`src/rtl/pong_pkg.sv`:
```
// Shared types and constants for the pong scan renderer: 3x5 digit font
// and the frame-sequencer state encoding.
package pong_pkg;

    localparam int unsigned GLYPH_W    = 3;
    localparam int unsigned GLYPH_H    = 5;
    localparam int unsigned GLYPH_BITS = GLYPH_W * GLYPH_H;

    // Row-major glyphs, MSB is the top-left pixel.
    localparam logic [GLYPH_BITS-1:0] FONT_3X5 [0:9] = '{
        15'b111_101_101_101_111,
        15'b010_110_010_010_111,
        15'b111_001_111_100_111,
        15'b111_001_111_001_111,
        15'b101_101_111_001_001,
        15'b111_100_111_001_111,
        15'b111_100_111_101_111,
        15'b111_001_001_001_001,
        15'b111_101_111_101_111,
        15'b111_101_111_001_111
    };

    typedef enum logic [2:0] {
        IDLE,
        LATCH,
        BUILD,
        PRESENT,
        DONE
    } state_e;

    // Scores above 9 have no glyph and render blank.
    function automatic logic [GLYPH_BITS-1:0] glyph_of(input logic [3:0] digit);
        logic [GLYPH_BITS-1:0] g;
        g = '0;
        if (digit <= 4'd9) begin
            g = FONT_3X5[digit];
        end
        return g;
    endfunction

endpackage

```
`src/rtl/pong_scan_render_pixel.sv`:
```
// Combinational pixel evaluator: one (x, y) of the snapshotted scene to a
// single lit/unlit bit. Range checks run one bit wider so nothing wraps.
module pong_pixel_eval
    import pong_pkg::*;
#(
    parameter int unsigned COLS        = 64,
    parameter int unsigned ROWS        = 64,
    parameter int unsigned PADDLE_LEN  = 6,
    parameter int unsigned P1_X        = 0,
    parameter int unsigned P2_X        = 62,
    parameter int unsigned MID_X       = 30,
    parameter int unsigned DASH_PERIOD = 3,
    parameter int unsigned DASH_ON     = 2,
    parameter int unsigned SC1_X       = 14,
    parameter int unsigned SC2_X       = 46,
    parameter int unsigned SC_Y        = 1,
    localparam int unsigned XW = $clog2(COLS),
    localparam int unsigned YW = $clog2(ROWS)
)(
    input  logic [XW-1:0] x_i,
    input  logic [YW-1:0] y_i,
    input  logic [XW-1:0] bx_i,
    input  logic [YW-1:0] by_i,
    input  logic [YW-1:0] p1y_i,
    input  logic [YW-1:0] p2y_i,
    input  logic [3:0]    sc1_i,
    input  logic [3:0]    sc2_i,
    output logic          pixel_c_o
);

    logic [XW:0] xe;
    logic [YW:0] ye;
    logic        hit_p1, hit_p2, hit_ball, hit_mid, hit_sc1, hit_sc2;

    function automatic logic paddle_hit(input logic [XW:0] xv, input logic [YW:0] yv,
                                        input logic [YW-1:0] top, input int unsigned col);
        logic [YW:0] t;
        t = {1'b0, top};
        return ((xv == (XW+1)'(col)) || (xv == (XW+1)'(col + 1)))
            && (yv >= t) && (yv < t + (YW+1)'(PADDLE_LEN));
    endfunction

    function automatic logic digit_hit(input logic [XW:0] xv, input logic [YW:0] yv,
                                       input logic [3:0] score, input int unsigned ox);
        logic [XW:0]            gx;
        logic [YW:0]            gy;
        logic [GLYPH_BITS-1:0]  glyph;
        int unsigned            idx;
        logic                   in_box;
        gx     = xv - (XW+1)'(ox);
        gy     = yv - (YW+1)'(SC_Y);
        in_box = (xv >= (XW+1)'(ox)) && (gx < (XW+1)'(GLYPH_W))
              && (yv >= (YW+1)'(SC_Y)) && (gy < (YW+1)'(GLYPH_H));
        idx    = GLYPH_BITS - 1 - (GLYPH_W * 32'(gy) + 32'(gx));
        glyph  = glyph_of(score);
        return in_box && glyph[idx[3:0]];
    endfunction

    always_comb begin
        xe        = {1'b0, x_i};
        ye        = {1'b0, y_i};
        hit_p1    = paddle_hit(xe, ye, p1y_i, P1_X);
        hit_p2    = paddle_hit(xe, ye, p2y_i, P2_X);
        hit_ball  = (x_i == bx_i) && (y_i == by_i);
        hit_mid   = (xe == (XW+1)'(MID_X)) && ((32'(y_i) % DASH_PERIOD) < DASH_ON);
        hit_sc1   = digit_hit(xe, ye, sc1_i, SC1_X);
        hit_sc2   = digit_hit(xe, ye, sc2_i, SC2_X);
        pixel_c_o = hit_p1 | hit_p2 | hit_ball | hit_mid | hit_sc1 | hit_sc2;
    end

endmodule

```
`src/rtl/pong_scan_render.sv`:
```
// Frame sequencer for the pong LED matrix: snapshots the game state once per
// frame, builds each row one pixel per cycle and hands it off via valid/ready.
module pong_scan_render
    import pong_pkg::*;
#(
    parameter int unsigned COLS        = 64,
    parameter int unsigned ROWS        = 64,
    parameter int unsigned PADDLE_LEN  = 6,
    parameter int unsigned P1_X        = 0,
    parameter int unsigned P2_X        = 62,
    parameter int unsigned MID_X       = 30,
    parameter int unsigned DASH_PERIOD = 3,
    parameter int unsigned DASH_ON     = 2,
    parameter int unsigned SC1_X       = 14,
    parameter int unsigned SC2_X       = 46,
    parameter int unsigned SC_Y        = 1,
    localparam int unsigned XW = $clog2(COLS),
    localparam int unsigned YW = $clog2(ROWS)
)(
    input  logic            clk,
    input  logic            rst_n,
    input  logic            enable,
    input  logic [XW-1:0]   bx,
    input  logic [YW-1:0]   by,
    input  logic [YW-1:0]   p1y,
    input  logic [YW-1:0]   p2y,
    input  logic [3:0]      sc1,
    input  logic [3:0]      sc2,
    output logic [COLS-1:0] row_data,
    output logic [YW-1:0]   row_addr,
    output logic            row_valid,
    input  logic            row_ready,
    output logic            frame_start,
    output logic            frame_done
);

    state_e          state_q;
    logic [XW-1:0]   x_q;
    logic [YW-1:0]   row_q;
    logic [COLS-2:0] shift_q;
    logic [COLS-1:0] data_q;
    logic            valid_q;
    logic            start_q;
    logic            done_q;

    logic [XW-1:0]   bx_q;
    logic [YW-1:0]   by_q;
    logic [YW-1:0]   p1y_q;
    logic [YW-1:0]   p2y_q;
    logic [3:0]      sc1_q;
    logic [3:0]      sc2_q;

    logic            pixel_c;
    logic [COLS-1:0] shift_d;
    logic            last_col_c;
    logic            last_row_c;

    pong_pixel_eval #(
        .COLS        (COLS),
        .ROWS        (ROWS),
        .PADDLE_LEN  (PADDLE_LEN),
        .P1_X        (P1_X),
        .P2_X        (P2_X),
        .MID_X       (MID_X),
        .DASH_PERIOD (DASH_PERIOD),
        .DASH_ON     (DASH_ON),
        .SC1_X       (SC1_X),
        .SC2_X       (SC2_X),
        .SC_Y        (SC_Y)
    ) u_pixel (
        .x_i       (x_q),
        .y_i       (row_q),
        .bx_i      (bx_q),
        .by_i      (by_q),
        .p1y_i     (p1y_q),
        .p2y_i     (p2y_q),
        .sc1_i     (sc1_q),
        .sc2_i     (sc2_q),
        .pixel_c_o (pixel_c)
    );

    // New pixel enters at the top, so after COLS cycles column 0 sits in bit 0.
    assign shift_d    = {pixel_c, shift_q};
    assign last_col_c = (x_q == XW'(COLS - 1));
    assign last_row_c = (row_q == YW'(ROWS - 1));

    always_ff @(posedge clk) begin
        if (!rst_n) begin
            state_q <= IDLE;
            x_q     <= '0;
            row_q   <= '0;
            shift_q <= '0;
            data_q  <= '0;
            valid_q <= 1'b0;
            start_q <= 1'b0;
            done_q  <= 1'b0;
            bx_q    <= '0;
            by_q    <= '0;
            p1y_q   <= '0;
            p2y_q   <= '0;
            sc1_q   <= '0;
            sc2_q   <= '0;
        end else begin
            start_q <= 1'b0;
            done_q  <= 1'b0;
            case (state_q)
                IDLE: begin
                    if (enable) begin
                        start_q <= 1'b1;
                        state_q <= LATCH;
                    end
                end
                LATCH: begin
                    bx_q    <= bx;
                    by_q    <= by;
                    p1y_q   <= p1y;
                    p2y_q   <= p2y;
                    sc1_q   <= sc1;
                    sc2_q   <= sc2;
                    row_q   <= '0;
                    x_q     <= '0;
                    state_q <= BUILD;
                end
                BUILD: begin
                    shift_q <= shift_d[COLS-1:1];
                    if (last_col_c) begin
                        data_q  <= shift_d;
                        valid_q <= 1'b1;
                        x_q     <= '0;
                        state_q <= PRESENT;
                    end else begin
                        x_q <= x_q + XW'(1);
                    end
                end
                PRESENT: begin
                    if (row_ready) begin
                        valid_q <= 1'b0;
                        if (last_row_c) begin
                            done_q  <= 1'b1;
                            state_q <= DONE;
                        end else begin
                            row_q   <= row_q + YW'(1);
                            state_q <= BUILD;
                        end
                    end
                end
                DONE: begin
                    if (enable) begin
                        start_q <= 1'b1;
                        state_q <= LATCH;
                    end else begin
                        state_q <= IDLE;
                    end
                end
                default: state_q <= IDLE;
            endcase
        end
    end

    assign row_data    = data_q;
    assign row_addr    = row_q;
    assign row_valid   = valid_q;
    assign frame_start = start_q;
    assign frame_done  = done_q;

endmodule

```
`config.mk`:
```
export PLATFORM = sky130hd
export DESIGN_NAME = pong_scan_render
export DESIGN_NICKNAME = d
export VERILOG_FILES = /design/src/rtl/pong_pkg.sv /design/src/rtl/pong_scan_render_pixel.sv /design/src/rtl/pong_scan_render.sv
export SDC_FILE = /design/constraint.sdc
export NUM_CORES = 1
export LEC_CHECK = 0
export ABC_AREA = 1
export CAP_MARGIN = 10
export CORE_ASPECT_RATIO = 0.5
export CORE_MARGIN = 4
export CORE_UTILIZATION = 30
export CTS_BUF_LIST = sky130_fd_sc_hd__clkbuf_4 sky130_fd_sc_hd__clkbuf_8
export DETAILED_ROUTE_END_ITERATION = 16
export HOLD_SLACK_MARGIN = 0.12
export PLACE_DENSITY = 0.48
export SLEW_MARGIN = 20
export SYNTH_ARGS = -nofsm -noshare
export SYNTH_HDL_FRONTEND = slang
export SYNTH_SLANG_ARGS = --single-unit
export TNS_END_PERCENT = 10
```
`constraint.sdc`:
```
create_clock -name clk -period 4.1 [get_ports clk]
set_input_delay 1.025 -clock clk [delete_from_list [all_inputs] [get_ports clk]]
set_output_delay 1.025 -clock clk [all_outputs]
set_load 0.05 [all_outputs]
```
# Yosys cells after proc, flatten, opt, wreduce, memory -nomap -nowiden
# Memories as Yosys holds them, arrays and structs flattened.
# Cells that the tools add are included.
[op_classes]
n_addsub = 11
n_mul = 1
n_div = 1
n_lt_le_gt_ge = 17
n_eq_ne = 15
mux = 26
bitwise_logic = 7
n_reduce_logical = 28
[op_table]
columns = ["cell", "n"]
rows = [
  ["15-bit 2-to-1 mux", 6],
  ["32-bit by 2-bit less-than comparator with 1-bit output, second input constant", 1],
  ["6-bit by 2-bit modulo with 32-bit output, second input constant", 1],
  ["6-bit one-hot mux with 2 select lines", 2],
  ["6-bit equality test, second input constant", 3],
  ["6-bit 2-to-1 mux", 3],
  ["3-bit one-hot mux with 5 select lines", 1],
  ["6-bit by 3-bit adder with 7-bit output, second input constant", 2],
  ["1-bit logical AND", 14],
  ["6-bit by 7-bit less-than comparator with 1-bit output", 2],
  ["7-bit by 2-bit less-than comparator with 1-bit output, second input constant", 2],
  ["6-bit by 1-bit adder with 6-bit output, second input constant", 2],
  ["6-bit equality test", 2],
  ["6-bit greater-or-equal comparator", 2],
  ["3-bit 2-to-1 mux", 4],
  ["3-bit AND reduction", 4],
  ["5-bit greater-or-equal comparator, second input constant", 2],
  ["4-bit by 5-bit less-than comparator with 1-bit output, second input constant", 2],
  ["4-bit inverter with 5-bit output", 2],
  ["4-bit adder", 2],
  ["1-bit binary-select mux with 4-bit select", 2],
  ["4-bit <= comparator, second input constant", 2],
  ["2-bit != test, second input constant", 4],
  ["4-bit subtractor, first input constant", 2],
  ["22 further kinds", 37],
]
[totals]
ff_bits = 177
romBits = 480
n_memories = 2
[memory_table]
columns = ["memory", "words", "width", "rd", "rd_ports_with_merged_regs", "wr", "line_no", "source"]
rows = [
  ["(no name shown)", 16, 15, 1, 0, 0, "pong_pkg.sv:36", "g = FONT_3X5[digit];"],
  ["(no name shown)", 16, 15, 1, 0, 0, "pong_pkg.sv:36", ""],
]

# Depth between registers and ports, before layout
# Gate-level depths: netlist of run 1.
[depth]
ltp_word = 10
ltp_mapped = 32
ltp_nobuf = 30

# By module
# Synthesis of run 1 repeated with hierarchy kept, for this count alone.
[hier_totals]
cells_unflattened = 1282
area_unflattened_um2 = 9226.3
[modules_own_cells]
columns = ["module", "instances", "cells_each", "area_per_inst_um2", "seq_area_each_um2"]
rows = [
  ["pong_scan_render", 1, 834, 6462.4, 3543.4],
  ["pong_pixel_eval", 1, 448, 2763.9, 0.0],
]

# Least setup slack after synthesis of run 1
# OpenSTA, ideal clock, no wires.
[synth_timing]
kind = "reg-to-reg"
startpoint = "register row_q[0] (netlist: row_addr[0])"
endpoint = "register shift_q[62]"
setup_ps = 109
arrival_time_ps = 3607
slack_ps = 384
path_stages_with_launch = 18
path_buffers = 0
period_less_slack_ps = 3716
cell_sequence = "dfxtp_1 > inv_1 > ha_1 > xor2_1 > fa_1 > inv_1 > ha_1 > a21oi_1 > nand2_1 > xnor2_1 > xor2_1 > inv_1 > a21oi_1 > o211ai_1 > nor3_1 > nand3_1 > nand2_1 > inv_1"
[synth_between]
elab_chain_len = 9
word_cells_on_any_way = 36
[synth_lines]
columns = ["element", "line_no", "source"]
rows = [
  ["start: declaration", "pong_scan_render.sv:39", "logic [YW-1:0] row_q;"],
  ["start signal: assignment", "pong_scan_render.sv:142", "row_q <= row_q + YW'(1);"],
  ["branches (longest 8 deep; another with 6-bit by 2-bit modulo with 32-bit output)", "n/a", ""],
  ["1-bit OR (*)", "pong_scan_render_pixel.sv:68", "pixel_c_o = hit_p1 | hit_p2 | hit_ball | hit_mid | hit_sc1 | hit_sc2;"],
  ["end signal: assignment", "pong_scan_render.sv:125", "shift_q <= shift_d[COLS-1:1];"],
  ["end: declaration", "pong_scan_render.sv:40", "logic [COLS-2:0] shift_q;"],
]
# Every way passes the cells marked *. The select of a mux whose other input is x is not followed.
# A chain may end at the register's enable or synchronous reset.

# Final worst setup path of run 1
[layout_timing]
startpoint = "register row_q[4] (netlist: row_addr[4])"
endpoint = "register shift_q[62]"
[layout_between]
elab_chain_len = 8
word_cells_on_any_way = 27
[layout_lines]
columns = ["element", "line_no"]
rows = [
  ["branches (longest 7 deep; another with 6-bit by 2-bit modulo with 32-bit output)", "n/a"],
  ["1-bit OR (*)", "pong_scan_render_pixel.sv:68"],
]
# Every way passes the cells marked *.

==> results of run 1 <==
logic make-up after synthesis:
logic type | synth area share (%)
simple gates | 21.1
compound gates | 19.5
xor+xnor | 2.65
fa+ha+maj | 7.89
buf+inv | 7.64
flops | 41.2
layout make-up:
cell class / instances / area (um2)
Multi-Input combinational cell: 786 / 4410
Clock inverter: 12 / 104
Tap cell: 382 / 478
Inverter: 113 / 428
Timing Repair Buffer: 122 / 1200
Clock buffer: 18 / 241
Fill cell: 2953 / 17600
Sequential cell: 177 / 3540
sequential cells by signal, summed over array words and instances, names as in the netlist:
name and count:
sc2_q 4, x_q 6, p1y_q 6, p2y_q 6, frame_start 1, state_q 3
bx_q 6, row_data 64, by_q 6, row_addr 6, shift_q 63, sc1_q 4
frame_done 1, row_valid 1
power by group:
group,switching (mW),internal [mW],total (mW)
Sequential,0.137,1.91,2.05
Clock,0.680,0.435,1.11
Combinational,1.14,0.644,1.79
Total,1.96,2.99,4.95
through the flow:
stage	util, %	hold WS (ps)	instances	instance area [um2]
5_1_grt	37.2	493	1610	10400
2_1_floorplan	-	430	1136	8590
3_5_place_dp	35.9	457	1580	10100
3_3_place_gp	35.9	450	1580	10100
4_1_cts	37.2	473	1610	10400
6_report	37.2	464	1610	10400
worst paths after layout:
path	startpoint	to	slack, ps	depth (start not counted)
hold reg to reg	shift_q[0]	shift_q[0]	460	2
setup reg to reg	row_addr[4]	shift_q[62]	460	28
hold / removal	shift_q[0]	shift_q[0]	460	2
setup / recovery	row_addr[4]	shift_q[62]	460	28
layer usage:
layer / wire length, um / global-route usage, %
met4: 164 / 3.02
met1: 10300 / 17.8
met3: 594 / 3.13
met5: 0 / 0
met2: 10600 / 24.2
worst register-to-register path: cells and delay by family, from the launching register on:
kind                     cells  cell delay [ps]
AO/OA/AOI/OAI                1              130
adder cells (fa/ha/maj)      3              670
buffers and inverters        7              530
flip-flops                   1              530
AND/OR/NAND/NOR             17             1730
layout by cell type (no fill, tap or decap), types with 3 or more instances in the layout:
master	n
a211oi_1	34
a21oi_1	163
buf_4	13
clkbuf_8	17
clkdlybuf4s50_1	108
clkinvlp_4	4
dfxtp_1	177
ha_1	51
inv_1	101
inv_2	9
inv_6	3
inv_8	3
nand2_1	247
nand2_2	7
nand2_4	5
nand3_1	43
nand3_2	5
nand4_1	6
nor2_1	64
nor3_1	13
nor4_1	3
o211ai_1	10
o21a_1	4
o21ai_0	67
o21bai_1	4
o32ai_1	3
or2_2	5
xnor2_1	13
xor2_1	13
==> metrics.cfg, run 1 <==
[floorplanning]
die_h_um = 128
start_util_pct = 30.7
die_x_um = 247
ioPinCount = 109
rows = 43
dieArea_um2 = 31600
coreArea_um2 = 28000

[placement]
pre_cts_slack_ps = 478
gp_congestion = 0.858
portBuffers = 108
post-dp-hpwl_um = 15300

[yosys]
syn_nets = 1225
yosys-top-cells-count = 247 x nand2_1, 177 x dfxtp_1, 163 x a21oi_1
synth_edf_count = 0
syn_avg_cell_area_um2 = 7.57
ys_ff_latch = 177
syn_area_um2 = 8590
synth.most_common_cell = nand2_1
async_flop_share_pct = 0
synth-seq-area-share_pct = 41.2
synth_ff_type = dfxtp_1
ys_warn_count = 0
syn_inst = 1136
synth.distinct_cells = 47
yosysTopAreaCell = dfxtp_1
synth_area_leaders = dfxtp_1 41%, nand2_1 11%, a21oi_1 9.5%
netlist.area_leader.share_pct = 41.2

[pwr]
power_density_nw_per_um2 = 476
p_total_mw = 4.95
p_leak_nw = 3.84
ir_drop_mv = 0.228

[sta]
fin_crit_sh_pct = 88.8
fin_ws_ps = 461
relSlewSlack_pct = 41.4
rsz0062_at_grt = false
fin_skew_ps = 16.9
layout_min_cycle_time_ps = 3640
setup_tns_ps = 0
slew_violations = 0
setup-violations-final = 0
hold_violations = 0
tightest_slew_ps = 880
max_freq_mhz = 275

[global_routing]
grt_max_degree = 91
antenna_found_initial = 0
grt_pass1_wl_um = 36100
grt_overflow_total = 0
grt_usage_pct = 13.9
grt_pass1_vias = 7322

[routing]
drt_iter0_drc = 465
wl_per_cell_um = 13.4
dr.pass1.iters = 5
vias = 7543
post-route-drc-count = 0
avgViaCountPerCell = 4.69
drtAntennaViolNets = 0
routed_wl_um = 21600

[clocking]
cts_buffers = 17
cts.clk_slew.worst_paths_ps = 100
clockBufferDepth = 2
ctsRootBufferMaster = clkbuf_8
postCtsSetupRepairBufs = 0
cts_hold_buf = 0
h-tree-depth = 4
post_cts_resized = 0
clock_latency_ps = 480
cts_tree = built
cts.sinks = 177

[critical_path]
endpoint_kind = flip-flop
crit_type = reg -> reg
required_ps = 4520
critPathMaxFanout = 9
cp.arrival_ps = 4060
crit_top_cell = inv_1
critPathTopFamily = simple AND/OR/NAND/NOR gates
crit_path_start_kind = flip-flop
cp_slowest_cell = dfxtp_1
cp_slowest_stage_delay_ps = 530
crit_buf_inv = 7

[job]
drv_cap = 0

[worst_hold_path]
holdCritPathClass = reg -> reg

[final_layout]
drive_gt1_share_pct = 7.00
areaGrowthSynthToFinish_pct = 21.0
antennaDiodeCount = 0
fin_nets = 1306

[run_status]
status = complete, no violations

No activity file was read; power rests on OpenSTA's default activity.
==> inputs of run 2 (changes only) <==
--- a/config.mk
+++ b/config.mk
@@ -14,7 +14,8 @@
 export DETAILED_ROUTE_END_ITERATION = 16
 export HOLD_SLACK_MARGIN = 0.12
 export PLACE_DENSITY = 0.48
-export SLEW_MARGIN = 20
+export RECOVER_POWER = 25
+export SLEW_MARGIN = 40
 export SYNTH_ARGS = -nofsm -noshare
 export SYNTH_HDL_FRONTEND = slang
 export SYNTH_SLANG_ARGS = --single-unit
==> run 2 against run 1 <==
  * The run now ends with capacitance limit, slew limit left
  * Worst setup slack got worse by 6.1 ps
  * Critical path depth unchanged
  * Final cell count unchanged
  * Clock power hardly changed
  * Sequential share of layout area rose by 0.078 points
  * Fmax shrank 0.17%
  * First-iteration DRC count did not move
  * Sequential power about the same
  * Count of clock-buffer cells in the layout stayed put
  * Flip-flop and latch count is the same
  * Routed wire length rose by 0.29%
==> metrics.cfg, run 2 (synthesis results as in run 1) <==
[routing]
dr.pass1.iters = 5
routed_wl_um = 21700
drt_iter0_drc = 465
avgViaCountPerCell = 4.69
wl_per_cell_um = 13.5
drtAntennaViolNets = 0
post-route-drc-count = 0
vias = 7550

[sta]
rsz0062_at_grt = false
setup-violations-final = 0
fin_skew_ps = 17.7
max_freq_mhz = 274
relSlewSlack_pct = -56.8
layout_min_cycle_time_ps = 3650
setup_tns_ps = 0
hold_slack_ps = 464
tightest_slew_ps = 2350
fin_crit_sh_pct = 88.9
hold_violations = 0
slew_violations = 162

[placement]
post-dp-hpwl_um = 15300
gp_congestion = 0.858
dpl.cell_count = 1580
portBuffers = 108

[critical_path]
critPathMaxFanout = 9
required_ps = 4520
cp.arrival_ps = 4070
crit_type = reg -> reg
crit_top_cell = inv_1
cp_slowest_cell = dfxtp_1
crit_buf_inv = 7
crit_path_start_kind = flip-flop
endpoint_kind = flip-flop
critPathTopFamily = simple AND/OR/NAND/NOR gates
cp_slowest_stage_delay_ps = 530

[final_layout]
antennaDiodeCount = 0
largest_register_ffs = 64
areaGrowthSynthToFinish_pct = 20.7
fin_nets = 1306
final_cell_mix = 247 x nand2_1, 177 x dfxtp_1, 163 x a21oi_1
final_common_cell = nand2_1
drive_gt1_share_pct = 6.68
nFillCells = 2959
final_cells = 1610
fin_util_pct = 37.1

[clocking]
clock_latency_ps = 480
ctsRootBufferMaster = clkbuf_8
cts_buffers = 17
cts.sinks = 177
cts.clk_slew.worst_paths_ps = 100
postCtsSetupRepairBufs = 0
cts_tree = built
cts_hold_buf = 0
post_cts_resized = 0
clockBufferDepth = 2
h-tree-depth = 4

[global_routing]
grt_overflow_total = 0
grt_usage_pct = 13.9
grt_max_degree = 91
grt_pass1_wl_um = 36100
grt_pass1_vias = 7322
antenna_found_initial = 0

[pwr]
p_leak_nw = 3.83
power_density_nw_per_um2 = 476
ir_drop_mv = 0.222
p_total_mw = 4.94

[floorplanning]
ioPinCount = 109
die_h_um = 128
dieArea_um2 = 31600
rows = 43
coreArea_um2 = 28000
start_util_pct = 30.7
die_x_um = 247

[job]
drv_cap = 2

[run_status]
violations = capacitance limit, slew limit
status = finished, violations left

[worst_hold_path]
holdCritPathClass = reg -> reg

-- run 2: changes by cell type in the layout (fill, tap and decap cells not counted), sizes merged --
cell / change
buf: -3
clkbuf: +3
clkdlybuf4s50: -1
dlygate4sd3: +1
-- run 2: final timing paths --
check | start | end | depth (start not counted) | slack [ps]
setup / recovery | row_addr[4] | shift_q[62] | 28 | 450
setup reg to reg | row_addr[4] | shift_q[62] | 28 | 450
hold reg to reg | shift_q[0] | shift_q[0] | 2 | 460
hold / removal | shift_q[0] | shift_q[0] | 2 | 460
-- run 2: layout make-up --
class	count	area [um2]	share of cell area, %
Multi-Input combinational cell	786	4400	42.4
Sequential cell	177	3540	34.1
Timing Repair Buffer	122	1190	11.5
Tap cell	382	478	4.61
Inverter	113	425	4.10
Clock buffer	18	241	2.33
Clock inverter	12	104	1.00
-- run 2: power breakdown --
group | internal (mW) | leakage, nW | switching [mW]
Clock | 0.435 | 0.167 | 0.680
Combinational | 0.636 | 2.23 | 1.14
Sequential | 1.91 | 1.43 | 0.135
-- run 2: through the flow --
step | setup slack, ps | instance area [um2]
2_1_floorplan | 384 | 8590
3_3_place_gp | 602 | 10100
3_5_place_dp | 478 | 10100
4_1_cts | 463 | 10400
5_1_grt | 24.2 | 10400
6_report | 455 | 10400
-- run 2: per-layer routing --
layer | vias to the layer above | routed length [um] | global-route usage [%]
met3 | 10 | 504 | 3.13
met1 | 3533 | 10300 | 17.8
met4 | 0 | 167 | 3.02
li1 | 3933 | - | -
met2 | 74 | 10700 | 24.2
met5 | - | 0 | 0
-- run 2: worst reg2reg max path: cells and delay by family (launching register included) --
kind,cells,cell delay (ps)
flip-flops,1,530
AO/OA/AOI/OAI,1,130
AND/OR/NAND/NOR,17,1730
buffers and inverters,7,540
adder cells (fa/ha/maj),3,670
==> inputs of run 3 (changes only) <==
--- a/config.mk
+++ b/config.mk
@@ -12,7 +12,7 @@
 export CORE_UTILIZATION = 30
 export CTS_BUF_LIST = sky130_fd_sc_hd__clkbuf_4 sky130_fd_sc_hd__clkbuf_8
 export DETAILED_ROUTE_END_ITERATION = 16
-export HOLD_SLACK_MARGIN = 0.12
+export HOLD_SLACK_MARGIN = 0.02
 export PLACE_DENSITY = 0.48
 export RECOVER_POWER = 25
 export SLEW_MARGIN = 40
==> results of run 3 <==
No change in the layout: final DEF, timing and power equal those of run 2.
